--- config.mk ---
export PLATFORM = sky130hd
export DESIGN_NAME = ysyx_22041405_alu_issue
export DESIGN_NICKNAME = d
export VERILOG_FILES = /design/src/rtl/ysyx_22041405_pkg.sv /design/src/rtl/ysyx_22041405_imm_gen.sv /design/src/rtl/ysyx_22041405_alu_issue.sv
export SDC_FILE = /design/constraint.sdc
export NUM_CORES = 1
export LEC_CHECK = 0
export CAP_MARGIN = 0
export CORE_ASPECT_RATIO = 0.5
export CORE_MARGIN = 3
export CORE_UTILIZATION = 36
export CTS_CLUSTER_DIAMETER = 150
export DETAILED_ROUTE_END_ITERATION = 12
export PLACE_DENSITY = 0.76
export SYNTH_ARGS = -nofsm -noshare
export SYNTH_HDL_FRONTEND = slang
export SYNTH_HIERARCHICAL = 1
export SYNTH_SLANG_ARGS = --single-unit
--- constraint.sdc ---
create_clock -name clk_i -period 5.67 [get_ports clk_i]
set_input_delay 1.701 -clock clk_i [delete_from_list [all_inputs] [get_ports clk_i]]
set_output_delay 1.701 -clock clk_i [all_outputs]
set_load 0.03 [all_outputs]
--- src/rtl/ysyx_22041405_pkg.sv ---
// Shared ALU encoding package: one-hot ALU operations, RV32I opcodes and
// funct3 codes, used by both the issue stage and the EXU ALU.
package ysyx_22041405_pkg;

  // One-hot ALU operation select, bit 7 down to bit 0
  localparam logic [7:0] ALU_NONE   = 8'b0000_0000;
  localparam logic [7:0] ALU_ADD    = 8'b1000_0000;
  localparam logic [7:0] ALU_LSHIFT = 8'b0100_0000;
  localparam logic [7:0] ALU_SLT    = 8'b0010_0000;
  localparam logic [7:0] ALU_RSHIFT = 8'b0001_0000;
  localparam logic [7:0] ALU_DIRECT = 8'b0000_1000;
  localparam logic [7:0] ALU_AND    = 8'b0000_0100;
  localparam logic [7:0] ALU_OR     = 8'b0000_0010;
  localparam logic [7:0] ALU_XOR    = 8'b0000_0001;

  // RV32I major opcodes handled by the ALU path
  localparam logic [6:0] OPC_OP     = 7'b0110011;
  localparam logic [6:0] OPC_OP_IMM = 7'b0010011;
  localparam logic [6:0] OPC_LUI    = 7'b0110111;
  localparam logic [6:0] OPC_AUIPC  = 7'b0010111;

  // funct3 codes for OP / OP-IMM
  localparam logic [2:0] F3_ADD  = 3'b000;
  localparam logic [2:0] F3_SLL  = 3'b001;
  localparam logic [2:0] F3_SLT  = 3'b010;
  localparam logic [2:0] F3_SLTU = 3'b011;
  localparam logic [2:0] F3_XOR  = 3'b100;
  localparam logic [2:0] F3_SR   = 3'b101;
  localparam logic [2:0] F3_OR   = 3'b110;
  localparam logic [2:0] F3_AND  = 3'b111;

  // funct7 values that are legal on OP and on shift-immediates
  localparam logic [6:0] F7_BASE = 7'b0000000;
  localparam logic [6:0] F7_ALT  = 7'b0100000;

  typedef struct packed {
    logic [7:0] opcode;
    logic       addOrSub;
    logic       uOrS;
  } alu_ctrl_t;

  // Map funct3 (plus the SUB/SRA alternate bit) onto the ALU control fields
  function automatic alu_ctrl_t aluCtrlFromFunct3(input logic [2:0] funct3, input logic alt);
    alu_ctrl_t c;
    c.opcode   = ALU_NONE;
    c.addOrSub = 1'b0;
    c.uOrS     = 1'b0;
    case (funct3)
      F3_ADD:  begin c.opcode = ALU_ADD; c.addOrSub = alt; end
      F3_SLL:  c.opcode = ALU_LSHIFT;
      F3_SLT:  begin c.opcode = ALU_SLT; c.addOrSub = 1'b1; end
      F3_SLTU: begin c.opcode = ALU_SLT; c.addOrSub = 1'b1; c.uOrS = 1'b1; end
      F3_XOR:  c.opcode = ALU_XOR;
      F3_SR:   begin c.opcode = ALU_RSHIFT; c.uOrS = ~alt; end
      F3_OR:   c.opcode = ALU_OR;
      default: c.opcode = ALU_AND;
    endcase
    return c;
  endfunction

endpackage

--- src/rtl/ysyx_22041405_imm_gen.sv ---
// Immediate extraction for the ALU issue stage: sign-extended I-type,
// U-type (upper 20 bits, low 12 zero) and zero-extended shift amount.
module ysyx_22041405_imm_gen #(
  parameter int WIDTH = 32
) (
  input  logic [31:0]      inst_i,
  output logic [WIDTH-1:0] immI_o,
  output logic [WIDTH-1:0] immU_o,
  output logic [WIDTH-1:0] shamt_o
);

  assign immI_o  = WIDTH'($signed(inst_i[31:20]));
  assign immU_o  = WIDTH'($signed({inst_i[31:12], 12'b0}));
  assign shamt_o = WIDTH'(inst_i[24:20]);

endmodule

--- src/rtl/ysyx_22041405_alu_issue.sv ---
// ALU decode-and-issue stage: decodes OP / OP-IMM / LUI / AUIPC, picks the
// operands and holds the resulting bundle in a single-entry output register.
module ysyx_22041405_alu_issue
  import ysyx_22041405_pkg::*;
#(
  parameter int WIDTH = 32
) (
  input  logic             clk_i,
  input  logic             rst_i,
  input  logic             in_valid_i,
  output logic             in_ready_o,
  input  logic [31:0]      inst_i,
  input  logic [WIDTH-1:0] pc_i,
  output logic [4:0]       rs1_addr_o,
  output logic [4:0]       rs2_addr_o,
  input  logic [WIDTH-1:0] rs1_rdata_i,
  input  logic [WIDTH-1:0] rs2_rdata_i,
  input  logic             flush_i,
  output logic             out_valid_o,
  input  logic             out_ready_i,
  output logic [WIDTH-1:0] src1_o,
  output logic [WIDTH-1:0] src2_o,
  output logic [7:0]       alu_opcode_o,
  output logic             alu_add_or_sub_o,
  output logic             alu_U_or_S_o,
  output logic [4:0]       rd_o,
  output logic             rd_wen_o,
  output logic             illegal_o
);

  logic [6:0]       opcode;
  logic [2:0]       funct3;
  logic [6:0]       funct7;
  logic             alt;
  logic             opLegal;
  logic             immLegal;
  alu_ctrl_t        ctrl;
  logic [WIDTH-1:0] immI, immU, shamt;

  logic [WIDTH-1:0] src1_d, src2_d, src1_q, src2_q;
  logic [7:0]       aluOpcode_d, aluOpcode_q;
  logic             addOrSub_d, addOrSub_q;
  logic             uOrS_d, uOrS_q;
  logic [4:0]       rd_d, rd_q;
  logic             rdWen_d, rdWen_q;
  logic             illegal_d, illegal_q;
  logic             outValid_q;
  logic             inFire, outFire;

  ysyx_22041405_imm_gen #(.WIDTH(WIDTH)) u_imm_gen (
    .inst_i (inst_i),
    .immI_o (immI),
    .immU_o (immU),
    .shamt_o(shamt)
  );

  assign opcode     = inst_i[6:0];
  assign funct3     = inst_i[14:12];
  assign funct7     = inst_i[31:25];
  assign rs1_addr_o = inst_i[19:15];
  assign rs2_addr_o = inst_i[24:20];

  // inst[30] selects SUB/SRA on OP, but only SRAI on OP-IMM (elsewhere it is immediate)
  assign alt  = inst_i[30] && ((opcode == OPC_OP) || (funct3 == F3_SR));
  assign ctrl = aluCtrlFromFunct3(funct3, alt);

  // OP accepts the alternate funct7 only on ADD/SUB and SRL/SRA
  assign opLegal = (funct7 == F7_BASE) ||
                   ((funct7 == F7_ALT) && ((funct3 == F3_ADD) || (funct3 == F3_SR)));

  // Only the shift-immediates constrain the upper immediate bits
  assign immLegal = (funct3 == F3_SLL) ? (funct7 == F7_BASE) :
                    (funct3 == F3_SR)  ? ((funct7 == F7_BASE) || (funct7 == F7_ALT)) :
                                         1'b1;

  assign in_ready_o = !outValid_q || out_ready_i;
  assign inFire     = in_valid_i && in_ready_o;
  assign outFire    = outValid_q && out_ready_i;

  // Decode the incoming instruction into the next bundle; illegal by default
  always_comb begin
    src1_d      = '0;
    src2_d      = '0;
    aluOpcode_d = ALU_NONE;
    addOrSub_d  = 1'b0;
    uOrS_d      = 1'b0;
    rd_d        = inst_i[11:7];
    rdWen_d     = 1'b0;
    illegal_d   = 1'b1;
    case (opcode)
      OPC_OP: begin
        if (opLegal) begin
          src1_d      = rs1_rdata_i;
          src2_d      = rs2_rdata_i;
          aluOpcode_d = ctrl.opcode;
          addOrSub_d  = ctrl.addOrSub;
          uOrS_d      = ctrl.uOrS;
          rdWen_d     = 1'b1;
          illegal_d   = 1'b0;
        end
      end
      OPC_OP_IMM: begin
        if (immLegal) begin
          src1_d      = rs1_rdata_i;
          src2_d      = ((funct3 == F3_SLL) || (funct3 == F3_SR)) ? shamt : immI;
          aluOpcode_d = ctrl.opcode;
          addOrSub_d  = ctrl.addOrSub;
          uOrS_d      = ctrl.uOrS;
          rdWen_d     = 1'b1;
          illegal_d   = 1'b0;
        end
      end
      OPC_LUI: begin
        src2_d      = immU;
        aluOpcode_d = ALU_DIRECT;
        rdWen_d     = 1'b1;
        illegal_d   = 1'b0;
      end
      OPC_AUIPC: begin
        src1_d      = pc_i;
        src2_d      = immU;
        aluOpcode_d = ALU_ADD;
        rdWen_d     = 1'b1;
        illegal_d   = 1'b0;
      end
      default: ;
    endcase
  end

  // Output register: flush wins over a same-cycle load; data holds after drain
  always_ff @(posedge clk_i) begin
    if (rst_i) begin
      outValid_q  <= 1'b0;
      src1_q      <= '0;
      src2_q      <= '0;
      aluOpcode_q <= '0;
      addOrSub_q  <= 1'b0;
      uOrS_q      <= 1'b0;
      rd_q        <= '0;
      rdWen_q     <= 1'b0;
      illegal_q   <= 1'b0;
    end else if (flush_i) begin
      outValid_q <= 1'b0;
    end else if (inFire) begin
      outValid_q  <= 1'b1;
      src1_q      <= src1_d;
      src2_q      <= src2_d;
      aluOpcode_q <= aluOpcode_d;
      addOrSub_q  <= addOrSub_d;
      uOrS_q      <= uOrS_d;
      rd_q        <= rd_d;
      rdWen_q     <= rdWen_d;
      illegal_q   <= illegal_d;
    end else if (outFire) begin
      outValid_q <= 1'b0;
    end
  end

  assign out_valid_o      = outValid_q;
  assign src1_o           = src1_q;
  assign src2_o           = src2_q;
  assign alu_opcode_o     = aluOpcode_q;
  assign alu_add_or_sub_o = addOrSub_q;
  assign alu_U_or_S_o     = uOrS_q;
  assign rd_o             = rd_q;
  assign rd_wen_o         = rdWen_q;
  assign illegal_o        = illegal_q;

endmodule

==> results of run 1 <==
## layout make-up
type                       instances  share of cell area
multi-input combinational        477               0.353
timing repair buffer             234               0.330
sequential                        82               0.234
tap                              186              0.0332
clock buffer                      10              0.0327
clock inverter                     5              0.0148
inverter                           3             0.00161
## routing by layer
| metal | global-route usage | vias up | share of wire |
|---|---|---|---|
| li1 | - | 2421 | - |
| met1 | 0.243 | 2285 | 0.43 |
| met2 | 0.360 | 165 | 0.50 |
| met3 | 0.0468 | 17 | 0.067 |
| met4 | 0.0500 | 0 | 0.011 |
| met5 | 0 | - | 0 |
## state kept, by name, indices dropped and copies added, names as in the netlist, 5 cells and up
register,count
src2_o,32
rd_o,5
src1_o,32
alu_opcode_o,8
## placed cells by master, fill, tap and decap left out, types with 3 or more instances in the layout
master           netlist  layout
a211oi_1               3       3
a21o_1                33      33
a21oi_1               71      71
a221o_1               32      32
a22o_1                 3       3
buf_4                115       9
bufinv_16              0       3
clkbuf_16              0       9
clkdlybuf4s50_1        0     224
conb_1                 1      39
dfxtp_1               82      82
inv_1                  3       3
nand2_1              182     181
nand2b_1               5       5
nand3_1               66      66
nor2_1                 7       7
nor2b_1                4       3
nor3_1                 5       3
nor4_1                 3       3
o21ai_0                5       5
## through the flow
step	power [W]	area, µm²	setup WS, ns
after CTS	0.00148	7010	0.936
after detailed placement	0.000809	6670	0.944
after floorplan	0.000726	5120	1.96
after global routing	0.00152	7010	0.896
final	0.00147	7010	0.941
after global placement	0.000807	6670	0.971
## kinds of logic after synthesis
kind of cell | share of synthesized area
AO/OA/AOI/OAI | 0.211
XOR/XNOR | 0.00176
buffers and inverters | 0.207
flip-flops | 0.330
other | 0.000753
AND/OR/NAND/NOR | 0.250
## final timing paths
kind | endpoint | depth (start not counted) | startpoint
max | in_ready_o | 3 | out_ready_i
min | alu_opcode_o[3]$_SDFFE_PP0P_ | 2 | alu_opcode_o[3]$_SDFFE_PP0P_
max reg2reg | src2_o[0]$_SDFFE_PP0P_ | 5 | out_valid_o$_SDFFE_PP0P_
min reg2reg | alu_opcode_o[3]$_SDFFE_PP0P_ | 2 | alu_opcode_o[3]$_SDFFE_PP0P_
## worst reg2reg max path, stage by stage, from the launching register on
cell,delay (ns)
dfxtp_1,0.31
nand2b_1,0.14
nand2_2,0.37
or4_4,0.60
nor2_4,0.65
a221o_1,0.30
## power by group
group | leakage [nW] | switching [W] | internal [W]
clock | 0.163 | 0.000240 | 0.000428
combinational | 2.04 | 0.000105 | 0.000111
sequential | 0.661 | 0.00000166 | 0.000579
total | 2.86 | 0.000346 | 0.00112
==> out/summary.txt, run 1 <==
Area contributors post-synth - dfxtp_1 (33%), buf_4 (17%), nand2_1 (14%), a21oi_1 (7.1%), nand3_1 (6.6%)
RSZ-0062 raised after global routing - no
Via count - 4888
Pwr Density - 209 nW/µm²
Relative slew slack - 0.419
Slowest CP cell - clkdlybuf4s50_1
Post-Layout Cell Count - 997
Crit path max fanout - 4
Worst vdd ir - 0.139 mV
Warnings, synthesis - 6
CP most frequent cell - clkdlybuf4s50_1
Crit start category - input pin
Critical path type - in2out
DRT iter0 DRCs - 264
Nets@finish - 940
FP Rows - 29
TritonCTS buffer count - 9
Die height - 89.2 µm
Clk root buf - clkbuf_16
GPL Wtd Cong - 0.781
Synth top area share - 0.330
Number of synthesized flops with an enable pin - 0
DR pass1 iterations - 4
Post-synthesis cell count - 680
CTS tree - yes
CTS sink count - 82
Achievable Freq - 211 MHz
Initial antenna violation count - 0
MaxCap Viol Count - 0
Clk_skew - 0.00525 ns
Top Family by Delay on Critical Path - buffers and inverters
Vias per cell - 4.90
Ys flop type - dfxtp_1
Max Root-Sink Buffers - 2
Outcome - completed
Area used by multi-input combinational logic - 2470 µm²
Buffers on Ports - 225
First-pass GRT wire length - 24500 µm
Ant diodes - 0
Starting Density - 0.380
Die area - 15400 µm²
Cell variety after synth - 34
Required @ worst endpoint - 3.97 ns
Count leader, synth - nand2_1
DRC viols - 0
ANT nets after route - 0
Max stage delay on crit path - 0.70 ns
Worst EP arrival - 3.03 ns
DP Cell Count - 982
Share of cells above drive strength 1 - 0.0432
Min-Delay Path Class - reg2reg
CTS Hold Bufs - 0
Routed WL - 15800 µm
Post-synth top cells - nand2_1 (182), buf_4 (115), dfxtp_1 (82)
Core area - 13100 µm²
Number of setup buffers added after CTS - 0
Die width - 172 µm
Fin crit share - 0.834
Fin Hold WS - 0.449 ns
Endpoints failing hold - 0
Aggregate global-route resource usage - 0.199
Pin count of the biggest net entering global routing - 71
Total global routing overflow - 0
Clock Latency Late Sink - 0.33 ns
Tmin final - 4.73 ns
Flops & latches, synth - 82
Sequential standard cell area - 1640 µm²
Seq/Total Area, Yosys - 0.330
Area Overhead vs Synth - 40.7%
Buf/Inv on CP - 2
Synth area leader - dfxtp_1
Fin util - 0.535
Mapped cell area - 4980 µm²
Static Leak - 2.86 nW
DR WL/cell - 15.9 µm
Syn_area_per_cell - 7.32 µm²
CTS H-tree lvls - 3
Clock transition at path regs - 0.06 ns
CP Cell Sequence - clkdlybuf4s50_1 -> nand2b_1 -> clkdlybuf4s50_1
Slew of the pin with the lowest slew margin - 0.871 ns
HPWL after detailed placement - 10800 µm
IO Count - 226
Vias in the first global route - 4742
FFs w/ async S/R, synth - 0
CP Capture Type - output pin
Slew Limit Fails - 0
Final TNS setup - 0 ns
Final setup fails - 0
Post-CTS Resized - 0
Fill cell count - 1219
R2R Setup Slk - 3.25 ns
No activity file was read; power rests on OpenSTA's default activity.
==> run 2: changes to the inputs <==
--- a/config.mk
+++ b/config.mk
@@ -11,7 +11,7 @@
 export CORE_UTILIZATION = 36
 export CTS_CLUSTER_DIAMETER = 150
 export DETAILED_ROUTE_END_ITERATION = 12
-export PLACE_DENSITY = 0.76
+export PLACE_DENSITY = 0.79
 export SYNTH_ARGS = -nofsm -noshare
 export SYNTH_HDL_FRONTEND = slang
 export SYNTH_HIERARCHICAL = 1
==> constraint.sdc (replaced) <==
create_clock -name clk_i -period 4.1 [get_ports clk_i]
set_input_delay 1.23 -clock clk_i [delete_from_list [all_inputs] [get_ports clk_i]]
set_output_delay 1.23 -clock clk_i [all_outputs]
set_load 0.03 [all_outputs]
==> run 2 against run 1 <==
Net effect:
- first-iteration DRC count grew 12%
- count of clock-buffer cells in the layout shrank 1
- register-to-register slack lost 1.1 ns
- setup slack lost 0.63 ns
- global-route usage increased by 0.61 points
- sequential share of layout area did not move
- sequential cell count unchanged
- power is 28% higher
- non-clock buffer count grew 7
- clock skew is essentially flat
- wire length grew 1.8%
==> out/summary.txt, run 2 (synthesis results as in run 1) <==
P_sw - 0.000509 W (+47%)
DR pass1 iterations - 5 (+1)
Via count - 4977 (+1.8%)
Die width - 172 µm (unchanged)
Worst EP arrival - 2.56 ns (-0.47 ns)
Aggregate global-route resource usage - 0.205 (+0.00607)
Starting Density - 0.380 (unchanged)
Pin count of the biggest net entering global routing - 55 (-23%)
HPWL after detailed placement - 11300 µm (+4.4%)
CTS tree - yes
Buffers on Ports - 225 (unchanged)
Max Root-Sink Buffers - 2 (unchanged)
Slew of the pin with the lowest slew margin - 0.644 ns (-0.227 ns)
Nets@finish - 947 (+0.74%)
Final TNS setup - 0 ns (unchanged)
Post-CTS Resized - 0 (unchanged)
Crit start category - input pin
Routed WL - 16100 µm (+1.8%)
DP Cell Count - 989 (+0.71%)
First-pass GRT wire length - 25200 µm (+2.8%)
Area Overhead vs Synth - 40.7% (unchanged)
Static Leak - 2.85 nW (-0.21%)
Final setup fails - 0 (unchanged)
Share of cells above drive strength 1 - 0.0537 (+0.0106)
Die area - 15400 µm² (unchanged)
CP Cell Sequence - clkdlybuf4s50_1 -> nand2b_1 -> clkdlybuf4s50_1
IO Count - 226 (unchanged)
Fin crit share - 0.924
TritonCTS buffer count - 9 (unchanged)
RSZ-0062 raised after global routing - no
Total global routing overflow - 0 (unchanged)
Most frequent cells in the layout - clkdlybuf4s50_1 (224), nand2_1 (181), dfxtp_1 (82)
Vias in the first global route - 4834 (+1.9%)
GPL Wtd Cong - 0.820 (+5.0%)
Clk_skew - 0.00530 ns (+0.0000570 ns)
Max stage delay on crit path - 0.70 ns (about the same)
Post-Layout Cell Count - 1005 (+0.80%)
Net Sw Frac - 0.271 (+0.0343)
Critical path type - in2out
CP most frequent cell - clkdlybuf4s50_1
CP Capture Type - output pin
Slew Limit Fails - 0 (unchanged)
Initial antenna violation count - 0 (unchanged)
Relative slew slack - 0.571 (+0.152)
CTS Hold Bufs - 0 (unchanged)
Outcome - completed
FP Rows - 29 (unchanged)
Clk pwr share - 0.412 (-0.044)
Worst vdd ir - 0.219 mV (+57%)
Fin util - 0.535 (unchanged)
CTS H-tree lvls - 3 (unchanged)
DR WL/cell - 16.0 µm (+0.98%)
Achievable Freq - 264 MHz
Vias per cell - 4.95 (+1.0%)
DRT iter0 DRCs - 296 (+12%)
Flop pwr share - 0.428 (+0.031)
Fill cell count - 1226 (+0.57%)
CTS sink count - 82 (unchanged)
Internal - 0.00137 W (+22%)
Required @ worst endpoint - 2.87 ns (-1.10 ns)
Die height - 89.2 µm (unchanged)
Crit path max fanout - 4 (unchanged)
MaxCap Viol Count - 0 (unchanged)
Clock transition at path regs - 0.07 ns (about the same)
Number of setup buffers added after CTS - 0 (unchanged)
Endpoints failing hold - 0 (unchanged)
Core area - 13100 µm² (unchanged)
Pwr Density - 268 nW/µm² (+28%)
Most common cell after layout, fill and taps aside - clkdlybuf4s50_1
Clk root buf - clkbuf_16
Ant diodes - 0 (unchanged)
Clock Latency Late Sink - 0.34 ns (about the same)
Tmin final - 3.79 ns
Combinational Power Share - 0.161 (+0.013)
ANT nets after route - 0 (unchanged)
DRC viols - 0 (unchanged)
Min-Delay Path Class - reg2reg
Slowest CP cell - clkdlybuf4s50_1
run 2: cell types whose count changed in the layout (fill, tap and decap cells not counted):
| cell | delta |
|---|---|
| inv_6 | +1 |
| bufinv_16 | -3 |
| clkinv_2 | -1 |
| clkbuf_1 | -1 |
| clkinvlp_4 | +5 |
| buf_4 | +7 |
run 2: layer usage:
layer	global-route usage	share of wire	vias to the layer above
met5	0	0	-
met4	0.0775	0.028	0
met3	0.0512	0.063	32
met2	0.369	0.49	173
met1	0.241	0.41	2335
li1	-	-	2437
run 2: critical path, delay by kind of cell:
| family | cells | cell delay [ns] |
|---|---|---|
| buffers and inverters | 2 | 1.15 |
| AND/OR/NAND/NOR | 1 | 0.18 |
run 2: worst paths after layout:
kind	slack, ns	end	start	cells past startpoint
hold / removal	0.45	rd_o[1]$_SDFFE_PP0P_	rd_o[1]$_SDFFE_PP0P_	2
setup reg to reg	2.18	src1_o[28]$_SDFFE_PP0P_	out_valid_o$_SDFFE_PP0P_	7
setup / recovery	0.31	in_ready_o	out_ready_i	3
hold reg to reg	0.45	rd_o[1]$_SDFFE_PP0P_	rd_o[1]$_SDFFE_PP0P_	2
run 2: layout make-up:
class                      count  area [µm²]  share of cell area
clock buffer                   9         225              0.0321
clock inverter                 7        55.1             0.00786
inverter                       3        11.3             0.00161
multi-input combinational    477        2470               0.353
sequential                    82        1640               0.234
tap                          186         233              0.0332
timing repair buffer         241        2370               0.338
run 2: metrics by stage:
step	power [W]	cell area [µm²]	setup WS, ns	hold WS [ns]
global placement	0.00112	6730	0.340	0.442
global route	0.00196	7010	0.239	0.484
floorplan	0.00100	5120	1.33	0.580
detailed placement	0.00112	6730	0.315	0.447
CTS	0.00190	7010	0.314	0.456
finish	0.00188	7010	0.311	0.453
run 2: power groups by stage:
stage | clock network (W) | registers [W] | logic, W
3_5_place_dp | 0 | 0.000822 | 0.000300
2_1_floorplan | 0 | 0.000831 | 0.000174
4_1_cts | 0.000798 | 0.000803 | 0.000302
5_1_grt | 0.000826 | 0.000803 | 0.000327
6_report | 0.000773 | 0.000803 | 0.000302
3_3_place_gp | 0 | 0.000821 | 0.000298
